### src/rtl/rgmii_tx_framer.sv
// -----------------------------------------------------------------------------
// rgmii_tx_framer
//
// Transmit framing stage that sits in front of the RGMII DDR output stage.
// Takes a byte-wide AXI-Stream payload (destination MAC, source MAC, type,
// data) and produces GMII-style bytes: 7 preamble bytes, SFD, payload,
// optional zero padding, 4-byte CRC-32 FCS, then an enforced inter-frame gap.
//
// Build option:
//   RGMII_TX_PAD_EN - when defined, frames shorter than MIN_PAYLOAD are
//                     zero-padded up to MIN_PAYLOAD bytes before the FCS.
//                     When undefined, the pad path is absent and MIN_PAYLOAD
//                     has no effect.
//
// Parameters:
//   MIN_IFG      idle (tx_en=0) cycles enforced after the last FCS byte, 1..255
//   MIN_PAYLOAD  minimum bytes between SFD and FCS with padding, 1..255
//
// Ports:
//   clk            transmit byte clock, rising edge
//   rst_n          asynchronous active-low reset
//   s_axis_tdata   payload byte
//   s_axis_tvalid  payload byte valid
//   s_axis_tready  framer accepts byte (decoded from state)
//   s_axis_tlast   last payload byte of the frame
//   s_axis_tuser   sampled with tlast; 1 forces a bad FCS
//   gmii_txd       transmit byte (registered)
//   gmii_tx_en     byte valid on line (registered)
//   gmii_tx_er     transmit error (registered)
//   busy           high whenever the framer is not idle (registered)
// -----------------------------------------------------------------------------
module rgmii_tx_framer #(
    parameter int MIN_IFG     = 12,
    parameter int MIN_PAYLOAD = 60
) (
    input  logic       clk,
    input  logic       rst_n,
    input  logic [7:0] s_axis_tdata,
    input  logic       s_axis_tvalid,
    output logic       s_axis_tready,
    input  logic       s_axis_tlast,
    input  logic       s_axis_tuser,
    output logic [7:0] gmii_txd,
    output logic       gmii_tx_en,
    output logic       gmii_tx_er,
    output logic       busy
);

    typedef enum logic [2:0] {
        ST_IDLE     = 3'd0,
        ST_PREAMBLE = 3'd1,
        ST_SFD      = 3'd2,
        ST_DATA     = 3'd3,
        ST_PAD      = 3'd4,
        ST_FCS      = 3'd5,
        ST_DRAIN    = 3'd6,
        ST_IFG      = 3'd7
    } state_t;

    localparam logic [7:0]  IFG_LAST = 8'(MIN_IFG);
    localparam logic [31:0] CRC_INIT = 32'hFFFF_FFFF;
`ifdef RGMII_TX_PAD_EN
    localparam logic [7:0]  PAD_LEN  = 8'(MIN_PAYLOAD);
`endif

    // Reflected CRC-32 (poly 0xEDB88320), one byte folded in LSB first.
    function automatic logic [31:0] crc32_byte(input logic [31:0] crc_in,
                                               input logic [7:0]  data);
        logic [31:0] c;
        c = crc_in ^ {24'h00_0000, data};
        for (int i = 0; i < 8; i++) begin
            if (c[0]) begin
                c = (c >> 1) ^ 32'hEDB8_8320;
            end else begin
                c = c >> 1;
            end
        end
        return c;
    endfunction

    state_t      r_state;
    logic [7:0]  r_cnt;     // preamble / payload / FCS index / IFG counter
    logic [31:0] r_crc;
    logic        r_tuser;
    logic [7:0]  r_txd;
    logic        r_tx_en;
    logic        r_tx_er;
    logic        r_busy;

    state_t      w_state_nx;
    logic [7:0]  w_cnt_nx;
    logic [31:0] w_crc_nx;
    logic        w_tuser_nx;
    logic [7:0]  w_txd_nx;
    logic        w_tx_en_nx;
    logic        w_tx_er_nx;
    logic        w_sfd;
    logic [31:0] w_crc_base;
    logic [7:0]  w_cnt_base;
    logic [7:0]  w_cnt_inc;
    logic [31:0] w_fcs;

    // SFD restarts the CRC and payload count; first payload byte may arrive in SFD.
    assign w_sfd      = (r_state == ST_SFD);
    assign w_crc_base = w_sfd ? CRC_INIT : r_crc;
    assign w_cnt_base = w_sfd ? 8'd0 : r_cnt;
    assign w_cnt_inc  = (w_cnt_base == 8'hFF) ? 8'hFF : (w_cnt_base + 8'd1);
    // A flagged frame sends the CRC without final inversion, guaranteeing a bad FCS.
    assign w_fcs      = r_tuser ? r_crc : ~r_crc;

    assign s_axis_tready = (r_state == ST_SFD) || (r_state == ST_DATA) ||
                           (r_state == ST_DRAIN);
    assign gmii_txd      = r_txd;
    assign gmii_tx_en    = r_tx_en;
    assign gmii_tx_er    = r_tx_er;
    assign busy          = r_busy;

    // Next-state and next-line-byte decode; outputs describe the following cycle.
    always_comb begin
        w_state_nx = r_state;
        w_cnt_nx   = r_cnt;
        w_crc_nx   = r_crc;
        w_tuser_nx = r_tuser;
        w_txd_nx   = 8'h00;
        w_tx_en_nx = 1'b0;
        w_tx_er_nx = 1'b0;
        case (r_state)
            ST_IDLE: begin
                if (s_axis_tvalid) begin
                    w_state_nx = ST_PREAMBLE;
                    w_txd_nx   = 8'h55;
                    w_tx_en_nx = 1'b1;
                    w_cnt_nx   = 8'd1;
                end else begin
                    w_cnt_nx   = 8'd0;
                end
            end
            ST_PREAMBLE: begin
                w_tx_en_nx = 1'b1;
                if (r_cnt == 8'd7) begin
                    w_state_nx = ST_SFD;
                    w_txd_nx   = 8'hD5;
                    w_cnt_nx   = 8'd0;
                end else begin
                    w_txd_nx   = 8'h55;
                    w_cnt_nx   = r_cnt + 8'd1;
                end
            end
            ST_SFD, ST_DATA: begin
                w_crc_nx = w_crc_base;
                w_cnt_nx = w_cnt_base;
                if (s_axis_tvalid) begin
                    w_txd_nx   = s_axis_tdata;
                    w_tx_en_nx = 1'b1;
                    w_crc_nx   = crc32_byte(w_crc_base, s_axis_tdata);
                    w_cnt_nx   = w_cnt_inc;
                    w_state_nx = ST_DATA;
                    if (s_axis_tlast) begin
                        w_tuser_nx = s_axis_tuser;
`ifdef RGMII_TX_PAD_EN
                        if (w_cnt_inc < PAD_LEN) begin
                            w_state_nx = ST_PAD;
                        end else begin
                            w_state_nx = ST_FCS;
                            w_cnt_nx   = 8'd0;
                        end
`else
                        w_state_nx = ST_FCS;
                        w_cnt_nx   = 8'd0;
`endif
                    end else begin
                        w_tuser_nx = r_tuser;
                    end
                end else begin
                    // Underrun: one errored byte, then discard the rest of the frame.
                    w_txd_nx   = 8'h00;
                    w_tx_en_nx = 1'b1;
                    w_tx_er_nx = 1'b1;
                    if (s_axis_tlast) begin
                        w_state_nx = ST_IFG;
                    end else begin
                        w_state_nx = ST_DRAIN;
                    end
                    w_cnt_nx   = 8'd0;
                end
            end
`ifdef RGMII_TX_PAD_EN
            ST_PAD: begin
                w_txd_nx   = 8'h00;
                w_tx_en_nx = 1'b1;
                w_crc_nx   = crc32_byte(r_crc, 8'h00);
                if ((r_cnt + 8'd1) >= PAD_LEN) begin
                    w_state_nx = ST_FCS;
                    w_cnt_nx   = 8'd0;
                end else begin
                    w_cnt_nx   = r_cnt + 8'd1;
                end
            end
`endif
            ST_FCS: begin
                w_tx_en_nx = 1'b1;
                case (r_cnt[1:0])
                    2'd0:    w_txd_nx = w_fcs[7:0];
                    2'd1:    w_txd_nx = w_fcs[15:8];
                    2'd2:    w_txd_nx = w_fcs[23:16];
                    2'd3:    w_txd_nx = w_fcs[31:24];
                    default: w_txd_nx = 8'h00;
                endcase
                if (r_cnt == 8'd3) begin
                    w_state_nx = ST_IFG;
                    w_cnt_nx   = 8'd0;
                end else begin
                    w_cnt_nx   = r_cnt + 8'd1;
                end
            end
            ST_DRAIN: begin
                if (s_axis_tvalid && s_axis_tlast) begin
                    w_state_nx = ST_IFG;
                    w_cnt_nx   = 8'd0;
                end else begin
                    w_state_nx = ST_DRAIN;
                end
            end
            ST_IFG: begin
                // Counts MIN_IFG+1 state cycles: MIN_IFG idle bytes plus the idle
                // cycle that leads into IDLE give the full gap before the preamble.
                if (r_cnt == IFG_LAST) begin
                    w_state_nx = ST_IDLE;
                    w_cnt_nx   = 8'd0;
                end else begin
                    w_cnt_nx   = r_cnt + 8'd1;
                end
            end
            default: begin
                w_state_nx = ST_IDLE;
                w_cnt_nx   = 8'd0;
            end
        endcase
    end

    // State, CRC and registered line outputs.
    always_ff @(posedge clk or negedge rst_n) begin
        if (!rst_n) begin
            r_state <= ST_IDLE;
            r_cnt   <= 8'd0;
            r_crc   <= CRC_INIT;
            r_tuser <= 1'b0;
            r_txd   <= 8'h00;
            r_tx_en <= 1'b0;
            r_tx_er <= 1'b0;
            r_busy  <= 1'b0;
        end else begin
            r_state <= w_state_nx;
            r_cnt   <= w_cnt_nx;
            r_crc   <= w_crc_nx;
            r_tuser <= w_tuser_nx;
            r_txd   <= w_txd_nx;
            r_tx_en <= w_tx_en_nx;
            r_tx_er <= w_tx_er_nx;
            r_busy  <= (w_state_nx != ST_IDLE);
        end
    end

endmodule

### config.mk
export PLATFORM = sky130hd
export DESIGN_NAME = rgmii_tx_framer
export DESIGN_NICKNAME = d
export VERILOG_FILES = /design/src/rtl/rgmii_tx_framer.sv
export SDC_FILE = /design/constraint.sdc
export NUM_CORES = 1
export LEC_CHECK = 0
export CAP_MARGIN = 20
export CORE_AREA = 8 8 114 116
export CTS_BUF_LIST = sky130_fd_sc_hd__clkbuf_2 sky130_fd_sc_hd__clkbuf_4 sky130_fd_sc_hd__clkbuf_8
export DETAILED_ROUTE_END_ITERATION = 6
export DIE_AREA = 0 0 122 124
export GPL_ROUTABILITY_DRIVEN = 0
export PLACE_DENSITY = 0.55
export RECOVER_POWER = 25
export SETUP_SLACK_MARGIN = 0.5
export SYNTH_ARGS = -nofsm -noshare
export SYNTH_HDL_FRONTEND = slang
export SYNTH_SLANG_ARGS = --single-unit
### constraint.sdc
create_clock -name clk -period 2.7 [get_ports clk]
set_clock_uncertainty 0.15 [all_clocks]
set_input_delay 0.81 -clock clk [delete_from_list [all_inputs] [get_ports clk]]
set_output_delay 0.81 -clock clk [all_outputs]
set_load 0.005 [all_outputs]
---- After elaboration in Yosys (flattened, before gate mapping) ----
Cells that the tools add are included.
word-level totals
  register bits after elaboration ......... 55
  bits of input ports ..................... 13
  output and inout port bits .............. 12
operators by class
  reductions and logical operators ........ 9
  bitwise logic cells ..................... 10
  add/sub/neg operators ................... 2
  eq/ne operators ......................... 14
  multiplexer cells ....................... 53
operator list
  kind                                                                    count
  32-bit 2-to-1 mux                                                       25
  13-bit NOT with 14-bit output                                           8
  8-bit 2-to-1 mux                                                        10
  8-bit one-hot mux with 4 select lines                                   2
  8-bit one-hot mux with 6 select lines                                   1
  32-bit NOT                                                              1
  32-bit by 8-bit bitwise XOR with 32-bit output                          1
  3-bit 2-to-1 mux                                                        6
  3-bit one-hot mux with 6 select lines                                   1
  8-bit by 1-bit adder with 8-bit output (second input constant)          2
  3-bit equality test (second input constant)                             3
  8-bit by 2-bit equality test with 1-bit output (second input constant)  1
  8-bit by 3-bit equality test with 1-bit output (second input constant)  1
  8-bit by 4-bit equality test with 1-bit output (second input constant)  1
  8-bit equality test (second input constant)                             1
  7-bit 2-to-1 mux                                                        1
  3-bit by 2-bit equality test with 1-bit output (second input constant)  2
  1-bit 2-to-1 mux                                                        6
  2-bit equality test (second input constant)                             2
  4-bit OR reduction                                                      1
  3-bit by 1-bit equality test with 1-bit output (second input constant)  1
  3-bit logical NOT                                                       1
  3-bit AND reduction                                                     1
  3-bit nonzero test                                                      1
  other kinds (7)                                                         8

---- Depth between registers and ports, before layout ----
Gate-level depths: netlist of run 1.
  depth after elaboration ................. 34
  depth in mapped cells ................... 9
  depth with buffers taken out ............ 8

---- Least setup slack after synthesis of run 1 ----
No wires, ideal clock.
  path kind ............................... input to register
  from .................................... in s_axis_tdata[3]
  to ...................................... reg r_crc[4]
  required time ........................... 2.461 ns
  stages .................................. 6
  path slack .............................. 0.095 ns
  arrival ................................. 2.366 ns
  cell sequence ........................... nor2b_1 a221oi_4 xor3_1 xnor2_1 nor2_1 a211oi_1
between the ends
  word-level cells in the longest chain between the ends .. 25
ends and longest elaborated chain
  element                                             line  text
  from (decl)                                         38    input logic [7:0] s_axis_tdata,
  32-bit by 8-bit bitwise XOR with 32-bit output (*)  70    c = crc_in ^ {24'h00_0000, data};
  32-bit 2-to-1 mux (*)                               72    if (c[0]) begin
  32-bit 2-to-1 mux (*)                               152   if (s_axis_tvalid) begin
  32-bit 2-to-1 mux (*)                               127   case (r_state)
  32-bit 2-to-1 mux (*)                               72
  32-bit 2-to-1 mux (*)                               152
  32-bit 2-to-1 mux (*)                               127
  32-bit 2-to-1 mux (*)                               72
  (+9 left out)                                       n/a
  32-bit 2-to-1 mux (*)                               152
  32-bit 2-to-1 mux (*)                               127
  13-bit NOT with 14-bit output (no source line)      n/a
  32-bit 2-to-1 mux (*)                               72
  32-bit 2-to-1 mux (*)                               152
  32-bit 2-to-1 mux (*)                               127
  32-bit 2-to-1 mux (*)                               72
  32-bit 2-to-1 mux (*)                               152
  to (signal assigned)                                255   r_crc <= w_crc_nx;
  to (decl)                                           83    logic [31:0] r_crc;
Mark *: on every way between the ends. The rest lies on a longest branch, timed or not. The select of a mux whose other input is x is not followed.
A chain may end at the register's enable or synchronous reset.

---- Final worst setup path of run 1 ----
  from .................................... reg r_state[1]
  to ...................................... reg r_crc[27]
between the ends
  word-level cells in the longest chain between the ends .. 29
  elaborated cells between the ends (all ways) .. 32
  classes of those cells .................. eq/ne (2); mux (24); bitwise (5); reduce/logical (1)
ends and longest elaborated chain
  element                                         line      text
  from (decl)                                     81        state_t r_state;
  from (signal assigned)                          253       r_state <= w_state_nx;
  3-bit by 2-bit equality test with 1-bit output  104, 127
  32-bit 2-to-1 mux                               105       assign w_crc_base = w_sfd ? CRC_INIT : r_crc;
  32-bit by 8-bit bitwise XOR with 32-bit output  70
  32-bit 2-to-1 mux                               72
  32-bit 2-to-1 mux                               152
  32-bit 2-to-1 mux                               127
  32-bit 2-to-1 mux                               72
  32-bit 2-to-1 mux                               152
  (+13 left out)                                  n/a
  32-bit 2-to-1 mux                               152
  32-bit 2-to-1 mux                               127
  32-bit 2-to-1 mux                               72
  32-bit 2-to-1 mux                               152
  32-bit 2-to-1 mux                               127
  13-bit NOT with 14-bit output (no source line)  n/a
  32-bit 2-to-1 mux                               72
  32-bit 2-to-1 mux                               152
Parallel ways exist; a longest one is shown, timed or not. The select of a mux whose other input is x is not followed.

==> flow_summary.ini, run 1 <==
[status]
status = finished, final reports clean

[power]
max-vdd-ir-drop_uv = 613.3
p_leak_nw = 2.551
power_density_nw_per_um2 = 1306
finalPower_mw = 8.140

[sta]
setup_ws_ps = 293.8
fmax_mhz = 415.6
tightestPinTransition_ps = 1376
rsz0062_at_grt = true
final_max_slew_viol_count = 0
hold_violations = 0
tns_ps = 0
period_share = 0.8912
min_period_ps = 2406
maxSlewHeadroom = 0.08250
hold_ws_ps = 386.4
setup_violations = 0

[yosys]
synth_top_area_cell = dfstp_2
ys_seq_area_frac = 0.3260
synth_ff_type = dfstp_2
synth_nets = 540
yosysTopAreaCellShare = 0.1935
syn_area_per_cell_um2 = 8.322
ys_top_cells_by_area = dfstp_2, dfrtp_1, xnor2_1
yosysUniqueCellTypes = 57
syn_area_um2 = 4344
synth.most_common_cell = nor2_1
async_flop_share = 1.000
ys_warn_count = 0
ys_ff_latch = 55
synth_commonest_cells = nor2_1, nand2_1, o21ai_0, xnor2_1, clkbuf_1
synth_edf_count = 0
synth_cells = 522

[min_path]
hp-class = reg -> reg

[placed_design]
dp_hpwl_mm = 9.969
io_buffer_count = 24
dpl_worst_slack_ps = -272.6
placed_area_um2 = 5069

[clock_network]
clk_pin_slew_worst_paths_ps = 100
clockBufferDepth = 2
clkLatencyLatePin_ps = 320
htree_levels = 2
cts_num_sinks = 55
cts_root_buffer = clkbuf_8
cts_tree = yes
numCtsBuffers = 5

[floorplan]
rows = 39
io_pins = 25
die_x_um = 122
dieArea_um2 = 15130
core_area_um2 = 11170
start_util = 0.3888
die_h_um = 124

[setup_path]
critPathSlowestCell = xor3_2
crit_path_max_fanout = 4
path_buf_inv = 2
critical_path.cell_chain = buf_6 -> or3b_4 -> a221oi_4 -> buf_6 -> xor3_2 -> xor2_1 -> a21oi_1
critPathArrivalTime_ps = 2510
crit_type = reg -> reg
cp_top_family = XOR/XNOR gates
worstPathRequired_ps = 2800
cp-end-kind = register
worst_setup_path_start_kind = register
crit_top_cell = buf_6
slowest_delay_ps = 470

[drt]
wl_met1_mm = 6.376
vias = 4282
first_iter_violations = 466
drc = 0
highest_layer = met4
vias_per_cell = 5.612
wl_met3_mm = 1.112
drt_wl_total_mm = 14.63
dr.pass1.iters = 7
postRouteAntennaNets = 0
avgRoutedWirePerCell_um = 19.17
wl_met2_mm = 6.798

[run]
drv_cap = 0

[global_route]
grt_pass1_wl_mm = 21.86
overflow = 0
grt_max_degree = 32
grt_usage = 0.1862
first_global_vias = 3926
antenna_found_initial = 0

[finish]
fin_area_um2 = 6232
syn_to_final_growth_pct = 43.46
nNetsFinal = 637
diodes = 0
fill_cells = 984
drive_gt1_frac = 0.3935
## tightest hold or removal path, stage by stage (launching register included)
cell      delay, ps
dfstp_2         400
inv_1            80
a221oi_2         60
## sequential cells by signal, indices dropped and copies added (netlist names)
name / flops
gmii_tx_er: 1
gmii_tx_en: 1
r_state: 3
busy: 1
r_crc: 32
r_tuser: 1
r_cnt: 8
gmii_txd: 8
## per-stage QoR
step                      utilization  cells
after floorplan                     -    522
after global placement         0.4536    698
after detailed placement       0.4536    698
after CTS                      0.5067    725
after global routing           0.5577    763
final                          0.5577    763
## path summary, 6_finish.rpt
kind                                 start   endpoint  slack [ps]  cells after the start
worst min-delay path             r_crc[28]  r_crc[20]         390                      2
min in group asynchronous            rst_n   r_cnt[3]         630                      1
max in group asynchronous            rst_n  r_crc[30]         840                      2
worst max register to register  r_state[1]  r_crc[27]         290                      7
worst max-delay path            r_state[1]  r_crc[27]         290                      7
worst min register to register   r_crc[28]  r_crc[20]         390                      2
## kinds of logic (layout without fill, tap and decap cells)
family | count (synthesis) | count (layout) | share of synthesized area
simple gates | 166 | 166 | 0.1734
fa+ha+maj | 5 | 5 | 0.01440
xor+xnor | 80 | 80 | 0.1895
buf+inv | 55 | 153 | 0.05098
mux | 1 | 1 | 0.002592
compound gates | 160 | 160 | 0.2431
flops | 55 | 55 | 0.3260
## where the power goes
group | switching [mW] | internal, mW
clock | 0.284 | 0.216
sequential | 0.479 | 1.27
combinational | 2.75 | 3.14
total | 3.51 | 4.63
## cells in the final DEF, fill, tap and decap left out, types with 8 or more instances in the layout
cell             instances
xnor2_1                 31
buf_6                   23
o22ai_1                 12
xnor2_2                 16
dfstp_2                 32
nand2_1                 45
and2_1                   8
a21oi_1                 34
dlygate4sd2_1            8
o21ai_0                 35
nor3_1                  13
nor2_1                  52
xor2_1                  13
dfrtp_1                 20
o21ai_1                 12
buf_12                   8
buf_4                   74
clkdlybuf4s50_1         12
## layout make-up
class | count | area, um^2 | share of cell area
Tap cell | 143 | 178.9 | 0.02871
Clock buffer | 8 | 91.34 | 0.01466
Multi-Input combinational cell | 412 | 3204 | 0.5142
Timing Repair Buffer | 136 | 1292 | 0.2074
Inverter | 9 | 45.04 | 0.007227
Sequential cell | 55 | 1420 | 0.2279
## timing repair
| action | 4_1_cts | 5_1_grt |
|---|---|---|
| gates resized for setup | 79 | 82 |
| hold buffers | 0 | 0 |
| buffers inserted | 18 | 37 |
| endpoints found under the setup margin | 47 | 41 |
| pin swaps | 28 | 50 |
| gates cloned | 1 | 1 |
## metal layers
layer | vias to the layer above | track usage
met2 | 173 | 0.2918
met4 | 0 | 0.06091
li1 | 2025 | -
met1 | 2060 | 0.2517
met5 | - | 0
met3 | 24 | 0.03762
(Power assumes the default switching activity.)
==> run 2, diff against run 1 <==
--- a/config.mk
+++ b/config.mk
@@ -6,12 +6,12 @@
 export NUM_CORES = 1
 export LEC_CHECK = 0
 export CAP_MARGIN = 20
-export CORE_AREA = 8 8 114 116
+export CORE_AREA = 8 8 98 100
 export CTS_BUF_LIST = sky130_fd_sc_hd__clkbuf_2 sky130_fd_sc_hd__clkbuf_4 sky130_fd_sc_hd__clkbuf_8
 export DETAILED_ROUTE_END_ITERATION = 6
-export DIE_AREA = 0 0 122 124
+export DIE_AREA = 0 0 106 108
 export GPL_ROUTABILITY_DRIVEN = 0
-export PLACE_DENSITY = 0.55
+export PLACE_DENSITY = 0.73
 export RECOVER_POWER = 25
 export SETUP_SLACK_MARGIN = 0.5
 export SYNTH_ARGS = -nofsm -noshare
==> flow_summary.ini, run 2 (synthesis gave the netlist of run 1 again) <==
[finish]
syn_to_final_growth_pct = 50.92
nNetsFinal = 647
largest-register = r_crc
drive_gt1_frac = 0.4444
largest_register_ffs = 32
fill_cells = 424
layout_commonest_cell = buf_4
final_cell_mix = buf_4, nor2_1, nand2_1
fin_area_um2 = 6556
final_cells = 735
diodes = 0

[sta]
setup_violations = 0
min_period_ps = 2540
tightestPinTransition_ps = 1255
tns_ps = 0
maxSlewHeadroom = 0.1634
fmax_mhz = 393.8
final_max_slew_viol_count = 0
hold_violations = 0
rsz0062_at_grt = true
period_share = 0.9406
hold_ws_ps = 392.2

[drt]
vias = 4948
postRouteAntennaNets = 0
vias_per_cell = 6.732
drt_wl_total_mm = 18.91
wl_met2_mm = 8.938
highest_layer = met4
avgRoutedWirePerCell_um = 25.73
drc = 20
first_iter_violations = 686
wl_met3_mm = 2.039
dr.pass1.iters = 7
wl_met1_mm = 6.373

[floorplan]
io_pins = 25
core_area_um2 = 8051
start_util = 0.5395
dieArea_um2 = 11450
die_x_um = 106
die_h_um = 108
rows = 33

[setup_path]
worstPathRequired_ps = 2800
critPathArrivalTime_ps = 2640
crit_path_max_fanout = 4
worst_setup_path_start_kind = register
crit_type = reg -> reg
cp-end-kind = register

[clock_network]
cts_num_sinks = 55
clk_pin_slew_worst_paths_ps = 130
clockBufferDepth = 2
htree_levels = 2
cts_root_buffer = clkbuf_8
clkLatencyLatePin_ps = 340
numCtsBuffers = 5
cts_tree = yes

[run]
drv_cap = 0

[power]
power_density_nw_per_um2 = 1434
finalPower_mw = 9.401
max-vdd-ir-drop_uv = 920.1
p_leak_nw = 2.666

[status]
status = complete, but fails checks
violations = DRC

[placed_design]
io_buffer_count = 24
placed_area_um2 = 4979
placed_cells = 656
dp_hpwl_mm = 9.205

[global_route]
grt_usage = 0.2831
grt_max_degree = 36
antenna_found_initial = 0
first_global_vias = 4541
grt_pass1_wl_mm = 25.16
overflow = 0

[min_path]
hp-class = reg -> reg
## run 2: cell count changes in the layout (fill, tap and decap cells not counted), moves of 5 or more
cell	change
xnor2_1	-8
buf_4	+6
buf_6	+6
dlygate4sd2_1	-6
nor2_4	+6
nor2_1	-5
xnor2_2	+5
xor2_4	+5
## run 2: final timing paths
| path | startpoint | to | slack, ps | depth (start not counted) |
|---|---|---|---|---|
| min in group asynchronous | rst_n | r_cnt[3] | 580 | 1 |
| max in group asynchronous | rst_n | r_crc[1] | 950 | 2 |
| hold reg to reg | r_crc[31] | r_crc[23] | 390 | 2 |
| setup / recovery | r_state[1] | r_crc[25] | 160 | 7 |
| setup reg to reg | r_state[1] | r_crc[25] | 160 | 7 |
| hold / removal | r_crc[31] | r_crc[23] | 390 | 2 |
## run 2: per-stage QoR
stage                     setup slack (ps)    util
after floorplan                      284.6       -
after global placement              -196.0  0.6183
after detailed placement            -296.4  0.6183
after CTS                            288.2  0.7350
after global routing                 50.52  0.8143
final                                160.4  0.8143
## run 2: what timing repair did
| item | in CTS | in global routing |
|---|---|---|
| hold buffers | 0 | 0 |
| gates cloned | 3 | 0 |
| pin swaps | 48 | 77 |
| setup endpoints to repair | 44 | 43 |
| setup buffers | 33 | 35 |
| resized for setup | 121 | 100 |
| hold endpoints to repair | 0 | 0 |
## run 2: where the power goes
part	leakage [nW]	internal, mW	switching (mW)	total (mW)
combinational	2.00	3.61	3.44	7.05
clock	0.0483	0.184	0.316	0.500
sequential	0.617	1.28	0.575	1.85
total	2.67	5.07	4.33	9.40
## run 2: worst max-delay path: stages, from the launching register on
cell,delay [ps]
dfrtp_2,380
buf_6,100
or3b_4,430
a221oi_4,380
xor3_2,410
xnor2_4,260
xor2_1,240
a21oi_1,100
## run 2: final cells by class
cell class                 count  area, um^2  area share
inverter                       9       40.04    0.006107
timing repair buffer         146        1419      0.2164
sequential                    55        1424      0.2172
clock inverter                 3       18.77    0.002863
multi-input combinational    412        3455      0.5269
clock buffer                   5       68.82     0.01050
tap                          105       131.4     0.02004
## run 2: routing by layer
layer	vias up	track usage
met4	0	0.1819
met3	136	0.07377
met2	401	0.4522
li1	2045	-
met1	2366	0.3350
met5	-	0
==> run 3, diff against run 2 <==
--- a/config.mk
+++ b/config.mk
@@ -6,12 +6,12 @@
 export NUM_CORES = 1
 export LEC_CHECK = 0
 export CAP_MARGIN = 20
-export CORE_AREA = 8 8 98 100
+export CORE_AREA = 8 8 95 97
 export CTS_BUF_LIST = sky130_fd_sc_hd__clkbuf_2 sky130_fd_sc_hd__clkbuf_4 sky130_fd_sc_hd__clkbuf_8
 export DETAILED_ROUTE_END_ITERATION = 6
-export DIE_AREA = 0 0 106 108
+export DIE_AREA = 0 0 103 105
 export GPL_ROUTABILITY_DRIVEN = 0
-export PLACE_DENSITY = 0.73
+export PLACE_DENSITY = 0.75
 export RECOVER_POWER = 25
 export SETUP_SLACK_MARGIN = 0.5
 export SYNTH_ARGS = -nofsm -noshare
==> constraint.sdc (replaced) <==
create_clock -name clk -period 2.55 [get_ports clk]
set_clock_uncertainty 0.15 [all_clocks]
set_input_delay 0.765 -clock clk [delete_from_list [all_inputs] [get_ports clk]]
set_output_delay 0.765 -clock clk [all_outputs]
set_load 0.005 [all_outputs]
==> flow_summary.ini, run 3 (synthesis gave the netlist of run 1 again) <==
[power]
p_leak_nw = 2.551
finalPower_mw = 9.254
max-vdd-ir-drop_uv = 741.6
power_density_nw_per_um2 = 1490

[finish]
largest-register = r_crc
largest_register_ffs = 32
final_util = 0.8251
drive_gt1_frac = 0.4045
diodes = 0
final_cell_mix = buf_4, nor2_1, nand2_1
fill_cells = 411
nNetsFinal = 635
layout_commonest_cell = buf_4
syn_to_final_growth_pct = 42.97

[setup_path]
critPathArrivalTime_ps = 2560
reg2reg_depth = 6
worstPathRequired_ps = 2650
worst_setup_path_start_kind = register
slowest_delay_ps = 490
crit_type = reg -> reg
startpoint = r_state[0]
critical_path.cell_chain = or3b_4 -> a221oi_4 -> xor3_2 -> xnor2_4 -> xor2_1 -> a21oi_1
critPathSlowestCell = xor3_2
cp-end-kind = register
crit_path_max_fanout = 3
rrSetupSlack_ps = 90
crit_end = r_crc[25]
r2r_end = r_crc[25]
r2r_start = r_state[0]

[clock_network]
cts-hold-fix-buffers = 0
clkLatencyLatePin_ps = 330
cts_root_buffer = clkbuf_8
cts_num_sinks = 55
clk_pin_slew_worst_paths_ps = 110
htree_levels = 2
numCtsBuffers = 5
cts_tree = yes
clockBufferDepth = 2

[drt]
first_iter_violations = 808
drc = 0
postRouteAntennaNets = 0
avgRoutedWirePerCell_um = 24.28
vias = 4898
vias_per_cell = 6.803
dr.pass1.iters = 7
drt_wl_total_mm = 17.48

[sta]
fmax_mhz = 406.5
maxSlewHeadroom = 0.06439
rsz0062_at_grt = true
hold_ws_ps = 394.2
min_period_ps = 2460
period_share = 0.9647
tightestPinTransition_ps = 1403
setup_violations = 0
final_max_slew_viol_count = 0
hold_violations = 0

[global_route]
overflow = 0
grt_max_degree = 56
grt_usage = 0.2752
grt_pass1_wl_mm = 23.34
antenna_found_initial = 0
first_global_vias = 4530

[floorplan]
dieArea_um2 = 10820
rows = 32
die_x_um = 103
start_util = 0.5771
die_h_um = 105
io_pins = 25
core_area_um2 = 7527

[placed_design]
io_buffer_count = 24
dp_hpwl_mm = 9.389

[status]
status = finished, final reports clean

[run]
drv_cap = 0

[min_path]
hp-class = reg -> reg
[run 3: cell types whose count changed in the layout (fill, tap and decap cells not counted), moves of 5 or more]
cell / change
xnor2_2: -7
o21ai_1: +10
buf_6: -10
xnor2_1: +7
dlygate4sd2_1: +15
clkdlybuf4s50_1: -11
xor2_4: -5
nor2_1: +8
xor2_1: +6
nor2_4: -10
o21ai_0: -10
[run 3: critical path: cells and delay by family (launching register included)]
kind,cells,cell delay [ps]
flip-flops,1,410
AO/OA/AOI/OAI,2,470
AND/OR/NAND/NOR,1,420
XOR/XNOR,3,930
[run 3: per-stage QoR]
stage	setup slack [ps]	setup TNS [ps]	instances	instance area (um^2)
after global placement	-316.0	-5795	657	5029
final	90.11	0	720	6211
after CTS	191.7	0	697	5792
after global routing	19.79	0	720	6211
after floorplan	149.0	0	522	4452
after detailed placement	-368.5	-7024	657	5029
[run 3: repair_timing]
item / in CTS / in global routing
setup endpoints to repair: 60 / 48
cloned: 0 / 2
pin swaps: 49 / 48
gates resized for setup: 122 / 66
buffers inserted: 32 / 21
[run 3: worst min-delay path by stage]
stage | slack, ps | from | to | depth (start not counted)
2_1_floorplan | 320 | rst_n | busy | 0
3_3_place_gp | 360 | r_crc[28] | r_crc[20] | 2
3_5_place_dp | 370 | r_crc[31] | r_crc[23] | 2
4_1_cts | 290 | rst_n | r_state[1] | 2
5_1_grt | 400 | r_crc[10] | r_crc[10] | 2
6_report | 390 | r_crc[10] | r_crc[10] | 2
[run 3: final cells by class]
class                   count  area (um^2)  share of cell area
clock buffers               7        90.09             0.01450
multi-input cells         412         3269              0.5264
clock inverters             1        5.005           0.0008058
repair buffers            134         1250              0.2012
well taps                 102        127.6             0.02055
flip-flops and latches     55         1420              0.2286
inverters                   9        48.80            0.007857
[run 3: report_power, final]
group / internal (mW) / switching (mW)
Clock: 0.231 / 0.311
Sequential: 1.35 / 0.533
Combinational: 3.43 / 3.40
Total: 5.01 / 4.24
[run 3: metal layers]
metal,GRT usage,vias up,part of all wire
li1,-,2018,-
met1,0.3451,2304,0.36
met2,0.4451,451,0.46
met3,0.05309,125,0.11
met4,0.1210,0,0.065
met5,0,-,0
==> RTL change (config.mk and constraints of run 1) <==
Register the output `gmii_txd` once more, without a reset; this adds one clock of latency there. The other outputs are not delayed to match. Comments in the files are not updated.
--- a/src/rtl/rgmii_tx_framer.sv
+++ b/src/rtl/rgmii_tx_framer.sv
@@ -110,7 +110,9 @@
 
     assign s_axis_tready = (r_state == ST_SFD) || (r_state == ST_DATA) ||
                            (r_state == ST_DRAIN);
-    assign gmii_txd      = r_txd;
+    always_ff @(posedge clk) begin
+        gmii_txd <= r_txd;
+    end
     assign gmii_tx_en    = r_tx_en;
     assign gmii_tx_er    = r_tx_er;
     assign busy          = r_busy;
Function: changed (Yosys sat finds a counterexample within 4 cycles, from zero or initial values and one cycle with rst_n low).
==> RTL change against run 1 <==
  * The run now ends with max-capacitance violations left
  * Total power up 9.5%
  * Final area up 0.98%
  * Sequential cell count up 8
  * Largest cell class unchanged
  * Setup slack worse by 100 ps
  * Synthesized area up 0.26%
  * Utilization up 0.55 points
  * Critical path depth up 3
  * Sequential share of layout area up 2.3 points
  * Routed wire length down 1.1%
==> RTL change: results (changes against run 1) <==
- Outcome: complete, but fails checks
- CTS clock-pin slew for the worst setup and hold paths: 80 ps (-20 ps)
- Worst relative slew slack: 0.221% (-8.0 points)
- Fill cells: 965 (-1.9%)
- Sequential fraction of the synthesis area: 36.2% (+3.6 points)
- Main synth FF type: dfstp_2
- Worst vdd ir: 674 uV (+9.9%)
- Ys async rst share: 87.3% (-13 points)
- Largest Register: r_crc
- Ant. Diodes: 0 (unchanged)
- CP max stage delay: 440 ps (-30 ps)
- RR Startpoint: r_state[1]
- Largest net degree at the start of global routing: 56 (+75%)
- Clock Latency Late Sink: 360 ps (+40 ps)
- Post-Synthesis Net Count: 518 (-4.1%)
- Fmax: 0.399 GHz (-4.1%)
- Initial antenna violation count: 0 (unchanged)
- Maxcap violations: 1 (+1)
- Post-synth top cells: 69 x nor2_1, 57 x xnor2_1, 48 x nand2_1
- Drt wl/cell: 19.3 um (+0.61%)
- CP Class: flip-flop to flip-flop
- Top-count cell post-synth: nor2_1
- Vias in the first global route: 4,070 (+3.7%)
- Hold depth: 0 (-2)
- 1st-iter DRT viols: 492 (+5.6%)
- H-tree depth: 3 (+1)
- Final hold violations: 0 (unchanged)
- Final layout net count: 620 (-2.7%)
- Largest register FFs: 32 (unchanged)
- DRT Pass-1 Iters: 5 (-2)
- Top cells by area, synth: dfstp_2 19%, dfrtp_1 13%, xnor2_1 11%
- Critical path's slowest cell: dfrtp_1
- CTS root buffer: clkbuf_8
- Count of cell types in the netlist: 55 (-3.5%)
- R2R Setup Slk: 190 ps (-100 ps)
- Leak Pwr: 2.62 nW (+2.6%)
- Total GRT Usage: 19.1% (+0.53 points)
- Dpl hpwl: 9300 um (-6.8%)
- Placed cell area: 0.00512 mm2 (+1.1%)
- Clock buffer depth: 2 (unchanged)
- Failing checks: max-capacitance violations
- Crit path max fanout: 6 (+2)
- Share of layout cells above drive strength 1: 38.7% (-0.64 points)
- Arrival @ worst endpoint: 2640 ps (+130 ps)
- Place WS: -349 ps (-76.7 ps)
- HP Class: flip-flop to flip-flop
- # port buffers: 24 (unchanged)
- Global-route wire length before repair: 22,400 um (+2.5%)
- Vias: 4,167 (-2.7%)
- TritonCTS Buffers: 9 (+4)
- YS warnings: 0 (unchanged)
- Cell count of the worst reg-to-reg path: 10 (+3)
- Crit path capture: r_crc[19]
==> RTL change: cell count changes after synthesis, moves of 4 or more <==
cell and delta:
a21oi_1 +9, nor3_1 -12, nor2_1 +8, xor2_1 -7, xnor2_1 +8, clkbuf_1 -11, dfxtp_1 +8, o21ai_0 -18
a211oi_1 -4, o211ai_1 -4
==> RTL change: critical path: cells and delay by family, from the launching register on <==
family	cells	cell delay, ps
AO/OA/AOI/OAI	2	510
buffers and inverters	4	530
flip-flops	1	440
XOR/XNOR	3	390
AND/OR/NAND/NOR	1	420
==> RTL change: what timing repair did <==
action / 4_1_cts / 5_1_grt
setup endpoints to repair: 42 / 44
pin swaps: 31 / 40
gates resized for setup: 78 / 53
cloned: 2 / 0
setup buffers: 23 / 27
hold buffers: 0 / 0
==> RTL change: final cells by class <==
cell class                      count  area share (%)
Clock inverter                      7            1.15
Timing Repair Buffer              131            20.5
Tap cell                          143            2.84
Sequential cell                    63            25.1
Inverter                           11           0.696
Multi-Input combinational cell    386            47.8
Clock buffer                        9            1.97
==> RTL change: worst min-delay path by stage <==
stage | start | endpoint | slack (ps)
after floorplan | r_txd[0] | gmii_txd[0] | 170
after global placement | r_txd[6] | gmii_txd[6] | 180
after detailed placement | r_txd[5] | gmii_txd[5] | 180
after CTS | r_txd[5] | gmii_txd[5] | 200
after global routing | r_txd[1] | gmii_txd[1] | 200
final | r_txd[5] | gmii_txd[5] | 190
==> RTL change: per-layer routing <==
metal,wire length [um],vias up,track usage [%],part of all wire [%]
li1,-,1935,-,-
met1,6530,2030,25.7,45
met2,6710,177,30.1,46
met3,946,25,2.67,6.5
met4,283,0,8.56,2.0
met5,0,-,0,0
==> RTL change: stage by stage <==
step,setup TNS [ps],hold WS (ps),power (mW),std cells,util (%)
2_1_floorplan,0,174,4.94,500,-
3_3_place_gp,-4610,177,6.34,682,45.9
3_5_place_dp,-5190,177,6.38,682,45.9
4_1_cts,0,196,8.20,723,52.7
5_1_grt,0,203,9.41,750,56.3
6_report,0,194,8.91,750,56.3
==> RTL change: cells by family (layout without fill, tap and decap cells) <==
logic type               count (synthesis)  in the layout  share of synthesized area, %
flip-flops                              63             63                          36.2
AND/OR/NAND/NOR                        160            160                          16.3
multiplexers                             1              1                         0.259
buffers and inverters                   51            158                          4.80
AO/OA/AOI/OAI                          139            139                          21.9
XOR/XNOR                                81             81                          19.0
adder cells (fa/ha/maj)                  5              5                          1.44
==> RTL change: power breakdown <==
| part | switching [mW] | leakage, nW | internal, mW | total (mW) |
|---|---|---|---|---|
| logic | 2.88 | 1.83 | 3.32 | 6.20 |
| clock network | 0.422 | 0.0956 | 0.427 | 0.850 |
| registers | 0.447 | 0.688 | 1.42 | 1.87 |
